`src/rtl/sa_ctrl_if.sv`:
```
// Control interface between a job master and the systolic-array sequencer.
// Holds the PE mux-select type shared by the sequencer and its users.
// Optional build macro: SA_CTRL_PERF_EN adds job_cnt_o / busy_cyc_o.
package sa_ctrl_pkg;
  // Per-PE operand routing; value 0 is the idle/passthrough encoding
  typedef enum logic [1:0] {
    MUX_PASSTHROUGH = 2'd0,
    MUX_LOAD        = 2'd1,
    MUX_PROCESS     = 2'd2
  } input_mux_t;
endpackage

interface sa_ctrl_if import sa_ctrl_pkg::*; #(
  parameter int ROWS = 4,
  parameter int COLS = 4,
  parameter int KW   = 5
);
  logic            start_i;
  logic [KW-1:0]   k_len_i;
  logic            abort_i;
  logic            busy_o;
  logic            done_o;
  input_mux_t      mux_o       [ROWS][COLS];
  logic            add_zero_o  [ROWS][COLS];
  logic            acc_valid_o [COLS];
`ifdef SA_CTRL_PERF_EN
  logic [15:0]     job_cnt_o;
  logic [31:0]     busy_cyc_o;

  modport master (
    output start_i, k_len_i, abort_i,
    input  busy_o, done_o, mux_o, add_zero_o, acc_valid_o, job_cnt_o, busy_cyc_o
  );
  modport slave (
    input  start_i, k_len_i, abort_i,
    output busy_o, done_o, mux_o, add_zero_o, acc_valid_o, job_cnt_o, busy_cyc_o
  );
`else
  modport master (
    output start_i, k_len_i, abort_i,
    input  busy_o, done_o, mux_o, add_zero_o, acc_valid_o
  );
  modport slave (
    input  start_i, k_len_i, abort_i,
    output busy_o, done_o, mux_o, add_zero_o, acc_valid_o
  );
`endif
endinterface

```
`src/rtl/sa_ctrl.sv`:
```
// Systolic-array job sequencer: IDLE -> LOAD (weights shift in) ->
// PROCESS (vectors stream, accumulators capture with per-column skew) ->
// DONE. All outputs decode from registered state/cnt only.
// Optional build macro: SA_CTRL_PERF_EN adds job and busy-cycle counters.
module sa_ctrl import sa_ctrl_pkg::*; #(
  parameter  int ROWS  = 4,
  parameter  int COLS  = 4,
  parameter  int MAX_K = 16,
  localparam int KW    = $clog2(MAX_K + 1)
) (
  input  logic      clk_i,
  input  logic      rst_ni,
  sa_ctrl_if.slave  bus
);
  // cnt must reach MAX_K+ROWS+COLS without wrapping
  localparam int CW = $clog2(MAX_K + ROWS + COLS + 1);
  localparam logic [KW-1:0] K_MAX     = KW'(MAX_K);
  localparam logic [CW-1:0] LOAD_LAST = CW'(ROWS - 1);
  localparam logic [CW-1:0] PROC_OFS  = CW'(ROWS + COLS - 3);

  typedef enum logic [1:0] {ST_IDLE, ST_LOAD, ST_PROCESS, ST_DONE} state_t;

  state_t          state_reg, state_next;
  logic [CW-1:0]   cnt_reg, cnt_next;
  logic [KW-1:0]   kl_reg, kl_next;
  logic [KW-1:0]   kl_in;
  logic [CW-1:0]   kl_ext;
  logic [CW-1:0]   proc_last;
  logic            in_load, in_process;
  input_mux_t      mux_sel;

  assign kl_in     = (bus.k_len_i > K_MAX) ? K_MAX : bus.k_len_i;
  assign kl_ext    = CW'(kl_reg);
  assign proc_last = kl_ext + PROC_OFS;

  // State, cycle counter and latched vector count
  always_ff @(posedge clk_i or negedge rst_ni) begin
    if (!rst_ni) begin
      state_reg <= ST_IDLE;
      cnt_reg   <= '0;
      kl_reg    <= '0;
    end else begin
      state_reg <= state_next;
      cnt_reg   <= cnt_next;
      kl_reg    <= kl_next;
    end
  end

  // Next-state decode; abort outranks normal progress, start only seen in IDLE
  always_comb begin
    state_next = state_reg;
    kl_next    = kl_reg;
    unique case (state_reg)
      ST_IDLE: begin
        if (bus.start_i) begin
          kl_next    = kl_in;
          state_next = (kl_in != '0) ? ST_LOAD : ST_DONE;
        end
      end
      ST_LOAD: begin
        if (bus.abort_i)                state_next = ST_IDLE;
        else if (cnt_reg == LOAD_LAST)  state_next = ST_PROCESS;
      end
      ST_PROCESS: begin
        if (bus.abort_i)                state_next = ST_IDLE;
        else if (cnt_reg == proc_last)  state_next = ST_DONE;
      end
      ST_DONE:  state_next = ST_IDLE;
      default:  state_next = ST_IDLE;
    endcase
    // Counter restarts on every state entry and idles at zero
    cnt_next = (state_next != state_reg || state_reg == ST_IDLE) ? '0 : cnt_reg + CW'(1);
  end

  assign in_load    = (state_reg == ST_LOAD);
  assign in_process = (state_reg == ST_PROCESS);
  assign bus.busy_o = in_load | in_process;
  assign bus.done_o = (state_reg == ST_DONE);

  // Common mux select: weights latch on the final LOAD cycle
  always_comb begin
    mux_sel = MUX_PASSTHROUGH;
    if (in_process)                         mux_sel = MUX_PROCESS;
    else if (in_load && cnt_reg == LOAD_LAST) mux_sel = MUX_LOAD;
  end

  // Top row has no north neighbour during PROCESS, so it adds zero
  for (genvar gi = 0; gi < ROWS; gi++) begin : g_row
    for (genvar gj = 0; gj < COLS; gj++) begin : g_col
      assign bus.mux_o[gi][gj]      = mux_sel;
      assign bus.add_zero_o[gi][gj] = (gi == 0) ? in_process : 1'b0;
    end
  end

  // Column c sees its first result after ROWS-1+c cycles, then kl results
  for (genvar gi = 0; gi < COLS; gi++) begin : g_acc
    localparam logic [CW-1:0] ACC_LO = CW'(ROWS - 1 + gi);
    assign bus.acc_valid_o[gi] = in_process && (cnt_reg >= ACC_LO) &&
                                 (cnt_reg < ACC_LO + kl_ext);
  end

`ifdef SA_CTRL_PERF_EN
  logic [15:0] job_cnt_reg;
  logic [31:0] busy_cyc_reg;

  // Completed-job count wraps; busy-cycle count saturates
  always_ff @(posedge clk_i or negedge rst_ni) begin
    if (!rst_ni) begin
      job_cnt_reg  <= '0;
      busy_cyc_reg <= '0;
    end else begin
      if (bus.done_o)
        job_cnt_reg <= job_cnt_reg + 16'd1;
      if (bus.busy_o && busy_cyc_reg != '1)
        busy_cyc_reg <= busy_cyc_reg + 32'd1;
    end
  end

  assign bus.job_cnt_o  = job_cnt_reg;
  assign bus.busy_cyc_o = busy_cyc_reg;
`endif
endmodule

```
`src/flat_wrapper.sv`:
```
// flat-port wrapper written by rule: the top's interface ports become plain ports
module sa_ctrl_flat import sa_ctrl_pkg::*;
#(
  parameter  int ROWS  = 4,
  parameter  int COLS  = 4,
  parameter  int MAX_K = 16,
  localparam int KW    = $clog2(MAX_K + 1)
)
  (clk_i, rst_ni, bus_start_i, bus_k_len_i, bus_abort_i, bus_busy_o, bus_done_o, bus_mux_o, bus_add_zero_o, bus_acc_valid_o);
  sa_ctrl_if #(.ROWS(ROWS), .COLS(COLS), .KW(($clog2(MAX_K + 1)))) bus_i ();
  input  logic clk_i;
  input  logic rst_ni;
  input wire logic [$bits(bus_i.start_i)-1:0] bus_start_i;
  input wire logic [$bits(bus_i.k_len_i)-1:0] bus_k_len_i;
  input wire logic [$bits(bus_i.abort_i)-1:0] bus_abort_i;
  output wire logic [$bits(bus_i.busy_o)-1:0] bus_busy_o;
  output wire logic [$bits(bus_i.done_o)-1:0] bus_done_o;
  output wire logic [$bits(bus_i.mux_o)-1:0] bus_mux_o;
  output wire logic [$bits(bus_i.add_zero_o)-1:0] bus_add_zero_o;
  output wire logic [$bits(bus_i.acc_valid_o)-1:0] bus_acc_valid_o;
  assign bus_i.start_i = bus_start_i;
  assign bus_i.k_len_i = bus_k_len_i;
  assign bus_i.abort_i = bus_abort_i;
  assign bus_busy_o = bus_i.busy_o;
  assign bus_done_o = bus_i.done_o;
  assign bus_mux_o = {>>{bus_i.mux_o}};
  assign bus_add_zero_o = {>>{bus_i.add_zero_o}};
  assign bus_acc_valid_o = {>>{bus_i.acc_valid_o}};
  sa_ctrl #(.ROWS(ROWS), .COLS(COLS), .MAX_K(MAX_K)) u_core (.clk_i(clk_i), .rst_ni(rst_ni), .bus(bus_i));
endmodule
```
`config.mk`:
```
export PLATFORM = sky130hd
export DESIGN_NAME = sa_ctrl_flat
export DESIGN_NICKNAME = d
export VERILOG_FILES = /design/src/rtl/sa_ctrl_if.sv /design/src/rtl/sa_ctrl.sv /design/src/flat_wrapper.sv
export SDC_FILE = /design/constraint.sdc
export NUM_CORES = 1
export LEC_CHECK = 0
export ABC_AREA = 1
export BUFFER_PORTS_ARGS = -buffer_cell sky130_fd_sc_hd__clkbuf_2
export CAP_MARGIN = 20
export CORE_MARGIN = 2
export CORE_UTILIZATION = 46
export CTS_CLUSTER_DIAMETER = 80
export CTS_CLUSTER_SIZE = 24
export DETAILED_ROUTE_END_ITERATION = 6
export PLACE_DENSITY = 0.78
export SYNTH_ARGS = -nofsm -noshare
export SYNTH_HDL_FRONTEND = slang
export SYNTH_SLANG_ARGS = --single-unit
```
`constraint.sdc`:
```
create_clock -name clk_i -period 2.4 [get_ports clk_i]
set_clock_uncertainty 0.2 [all_clocks]
set_input_delay 0.48 -clock clk_i [delete_from_list [all_inputs] [get_ports clk_i]]
set_output_delay 0.48 -clock clk_i [all_outputs]
set_load 0.05 [all_outputs]
```
* Word level (Yosys, flattened, before mapping)
Cells that the tools add are included.
Cells by class: $add $sub $neg 5, $lt $le $gt $ge 9, equality and inequality tests 6, muxes and demuxes 11, bitwise operators 1, reductions and logical operators 13
Operators by type and width (number):
- 5-bit < comparator | 4
- 5-bit by 3-bit >= comparator with 1-bit output (second input constant) | 3
- 2-bit two-way mux | 7
- 3-bit by 5-bit adder with 5-bit output (first input constant) | 2
- 5-bit two-way mux | 2
- 1-bit logical AND | 9
- 2-bit case mux with 4 select lines | 1
- 2-bit by 5-bit adder with 5-bit output (first input constant) | 1
- 5-bit by 1-bit adder with 5-bit output (second input constant) | 1
- 5-bit by 3-bit adder with 5-bit output (second input constant) | 1
- 5-bit by 2-bit equality test with 1-bit output (second input constant) | 1
- 5-bit equality test | 1
- 5-bit by 2-bit >= comparator with 1-bit output (second input constant) | 1
- 5-bit greater-than comparator (second input constant) | 1
- 5-bit nonzero test | 1
- 2-bit equality test (second input constant) | 2
- 2-bit by 1-bit equality test with 1-bit output (second input constant) | 1
- 2-bit zero test | 1
- 2-bit != test | 1
- 2-bit AND reduction | 1
- 1-bit logical OR | 1
- 1-bit two-way mux | 1
- 1-bit bitwise OR | 1
Word-level totals: bits in registers 12, input port bits 9, output and inout bits 54, word-level logic and storage cells 48

* Logic depth before layout (Yosys ltp)
depth in word-level cells 9, mapped depth 15, gate-level depth less buffers 15

* Least setup slack after synthesis
No wires, ideal clock.
path type register to output, start point register u_core.kl_reg[2] (netlist: u_core.kl_ext[2]), end point output port bus_acc_valid_o[1], data arrival time 2.745 ns, data required time 1.720 ns, setup slack -1.025 ns, cell stages (with the launch flop) 9, path buffers 0, cell sequence dfrtp_1 > inv_1 > ha_1 > a21oi_1 > xor2_1 > ha_1 > a21oi_1 > nand2_1 > a211oi_1
On the way: cells in the longest elaborated chain, start to end 3
RTL lines:
- from (decl) | RTL line sa_ctrl.sv:25 | logic [KW-1:0] kl_reg, kl_next;
- from (signal assigned) | RTL line sa_ctrl.sv:45 | kl_reg <= kl_next;
- 5-bit by 3-bit adder with 5-bit output | RTL line sa_ctrl.sv:99 | (cnt_reg < ACC_LO + kl_ext);
- 5-bit < comparator | RTL line sa_ctrl.sv:99
- 1-bit logical AND | RTL line sa_ctrl.sv:98 | assign bus.acc_valid_o[gi] = in_process && (cnt_reg >= ACC_LO) &&
- to (decl) | RTL line flat_wrapper.sv:20 | output wire logic [$bits(bus_i.acc_valid_o)-1:0] bus_acc_valid_o;
No other way between the ends.

* Worst setup path in the final report
start point register u_core.kl_reg[2] (netlist: u_core.kl_ext[2]), end point output port bus_acc_valid_o[3]
On the way: cells in the longest elaborated chain, start to end 3
RTL lines (RTL line):
- 2-bit by 5-bit adder with 5-bit output | sa_ctrl.sv:99
- 5-bit < comparator | sa_ctrl.sv:99
- 1-bit logical AND | sa_ctrl.sv:98
No other way between the ends.

==> impl_metrics.tcl <==
set metrics [dict create \
    status "complete, but fails checks" \
    violations "setup timing" \
    setup_violations 25 \
    fp.dieW_microns 65.4 \
    crit_end "bus_acc_valid_o[3]" \
    power.density_nw_per_um2 909 \
    r2r_cells 16 \
    finalCritPeriodShare_pct 119 \
    synth.distinct_cells 32 \
    core_region_area_sq_um 3630 \
    drv_cap 0 \
    htreeDepth 1 \
    fmax_ghz 0.350 \
    syn_inst 210 \
    ant_nets 0 \
    first_pass_iters 4 \
    diodes 0 \
    avgSynthCellArea_sq_um 8.26 \
    grt.overflow.total 0 \
    root_buffer "clkbuf_8" \
    setup_ws_ns -0.461 \
    grt_pass1_wl_microns 6350 \
    yosys.area.top_type "ha_1" \
    peakVddDrop_mv 0.508 \
    final_common_cell "buf_4" \
    required_ns 1.72 \
    area_growth_pct 30.7 \
    grt_max_degree 27 \
    clk_pin_slew_ns 0.05 \
    grt_pass1_vias 1354 \
    hold_violations 0 \
    start_util_pct 47.7 \
    critPathKind "register to output port" \
    grt_use_total_pct 19.3 \
    rr_endpoint "u_core.cnt_reg[4]" \
    route.detailed.drc 0 \
    layout_common_cells "38 x buf_4, 30 x clkbuf_2, 24 x ha_1" \
    r2r_start "u_core.kl_ext[2]" \
    nets 294 \
    critPathLaunchType "register" \
    cellLeakagePower_nw 1.17 \
    vias 1391 \
    synth_async_sr_flop_share_pct 100 \
    wl_per_cell_microns 13.4 \
    drt_iter0_markers 36 \
    final_util_pct 62.4 \
    rsz0062_at_grt "true" \
    hp-class "primary input to register" \
    cp.arrival_ns 2.18 \
    crit_fanout 5 \
    num_io_pins 63 \
    cts_buffer_depth 2 \
    antenna_found_initial 0 \
    end_kind "output port" \
    routed_via_density 4.65 \
    synth-main-ff-cell "dfrtp_1" \
    worstSkewPairLatency_ns 0.24 \
    netlist_area_sq_um 1730 \
    regArea_sq_um 305 \
    fp.dieH_microns 65.4 \
    portBuffers 50 \
    cts_sinks 12 \
    multi_input_area_sq_um 1240 \
    synth_top_area_share_pct 23.8 \
    final.fill_count 320 \
    row_count 22 \
    period_minus_slack_ns 2.86 \
    rrSetupSlack_ns -0.05 \
    drive_gt1_share_pct 51.4 \
    routed_wl_microns 4000 \
    routabilityCongestion 0.818 \
    numCtsBuffers 3 \
    die-area_sq_um 4280 \
    ys_seq_area_share_pct 17.3 \
    maxSlewViolCount 0 \
    cts_tree "built" \
    hold-worst-slack_ns 0.278 \
    yosysWarnings 0 \
    synth_edf_count 0 \
    ys_ff_latch 12 \
    startpoint "u_core.kl_ext[2]" \
    dp.final_hpwl_microns 3140 \
    synthTopCellsByArea "ha_1 24%, buf_4 20%, dfrtp_1 17%" \
]
==> Yosys cell counts, drive strengths merged (2+ instances only) <==
| master | instances |
|---|---|
| buf | 48 |
| ha | 33 |
| nand2 | 24 |
| inv | 19 |
| nor2 | 16 |
| a21oi | 15 |
| dfrtp | 12 |
| o21ai | 9 |
| xor2 | 8 |
| nand3 | 6 |
| nor3 | 5 |
| nand4 | 2 |
| o221ai | 2 |
| xnor2 | 2 |
==> cell families after synthesis <==
group / share of synthesized area (%)
fa+ha+maj: 23.8
other cells: 0.216
mux: 0.649
buf+inv: 25.1
flops: 17.3
xor+xnor: 5.05
simple gates: 16.7
compound gates: 11.1
==> worst min-delay path by stage <==
stage,startpoint,to,slack (ns),depth (start not counted)
3_3_place_gp,rst_ni,u_core.cnt_reg[4],0.18,1
5_1_grt,bus_k_len_i[2],u_core.kl_ext[2],0.28,3
6_report,bus_k_len_i[2],u_core.kl_ext[2],0.28,3
4_1_cts,bus_k_len_i[2],u_core.kl_ext[2],0.27,3
2_1_floorplan,rst_ni,u_core.cnt_reg[0],-0.02,0
3_5_place_dp,rst_ni,u_core.cnt_reg[0],0.18,1
==> power by group <==
part           internal (mW)  total (mW)  leakage, nW  switching (mW)
Combinational          0.639        1.48        0.990           0.841
Clock                  0.145       0.220       0.0288          0.0748
Sequential             0.262       0.362        0.152          0.0998
==> worst max-delay path, cell delays in order (launching register included) <==
cell and delay [ns]:
dfrtp_2 0.45, ha_4 0.21, xnor2_4 0.15, mux2_4 0.29
ha_4 0.29, nand2_1 0.08, o221ai_2 0.25, nor3_4 0.07
buf_12 0.15
==> layout make-up <==
class | instances | area share (%)
Timing Repair Buffer | 74 | 23.7
Inverter | 19 | 3.15
Clock buffer | 4 | 2.43
Sequential cell | 12 | 13.5
Tap cell | 48 | 2.65
Multi-Input combinational cell | 142 | 54.6
==> repair_timing <==
action | 4_1_cts | 5_1_grt
cloned | 0 | 0
setup buffers | 3 | 1
hold buffers | 1 | 0
pin swaps | 7 | 5
resized for setup | 27 | 28
hold endpoints to repair | 12 | 0
setup endpoints to repair | 25 | 25
==> layer usage <==
metal  share of wire [%]  routed length, microns  vias up  global-route usage, %
met2                  52                    2060       33                   34.3
met5                   0                       0        -                      0
li1                    -                       -      724                      -
met3                 3.6                     143        6                   2.40
met4                 1.4                      56        0                   6.51
met1                  43                    1730      628                   24.1
==> stage by stage <==
step	instances	TNS, ns	total power, mW	instance area, sq um	worst slack [ns]
floorplan	221	-0.580	1.24	1880	-0.257
global placement	290	-0.490	1.56	2030	-0.158
detailed placement	290	-0.914	1.62	2030	-0.276
CTS	298	-3.27	1.96	2210	-0.448
global route	299	-6.41	2.21	2270	-0.530
finish	299	-3.74	2.06	2270	-0.461
(Power assumes the default switching activity.)
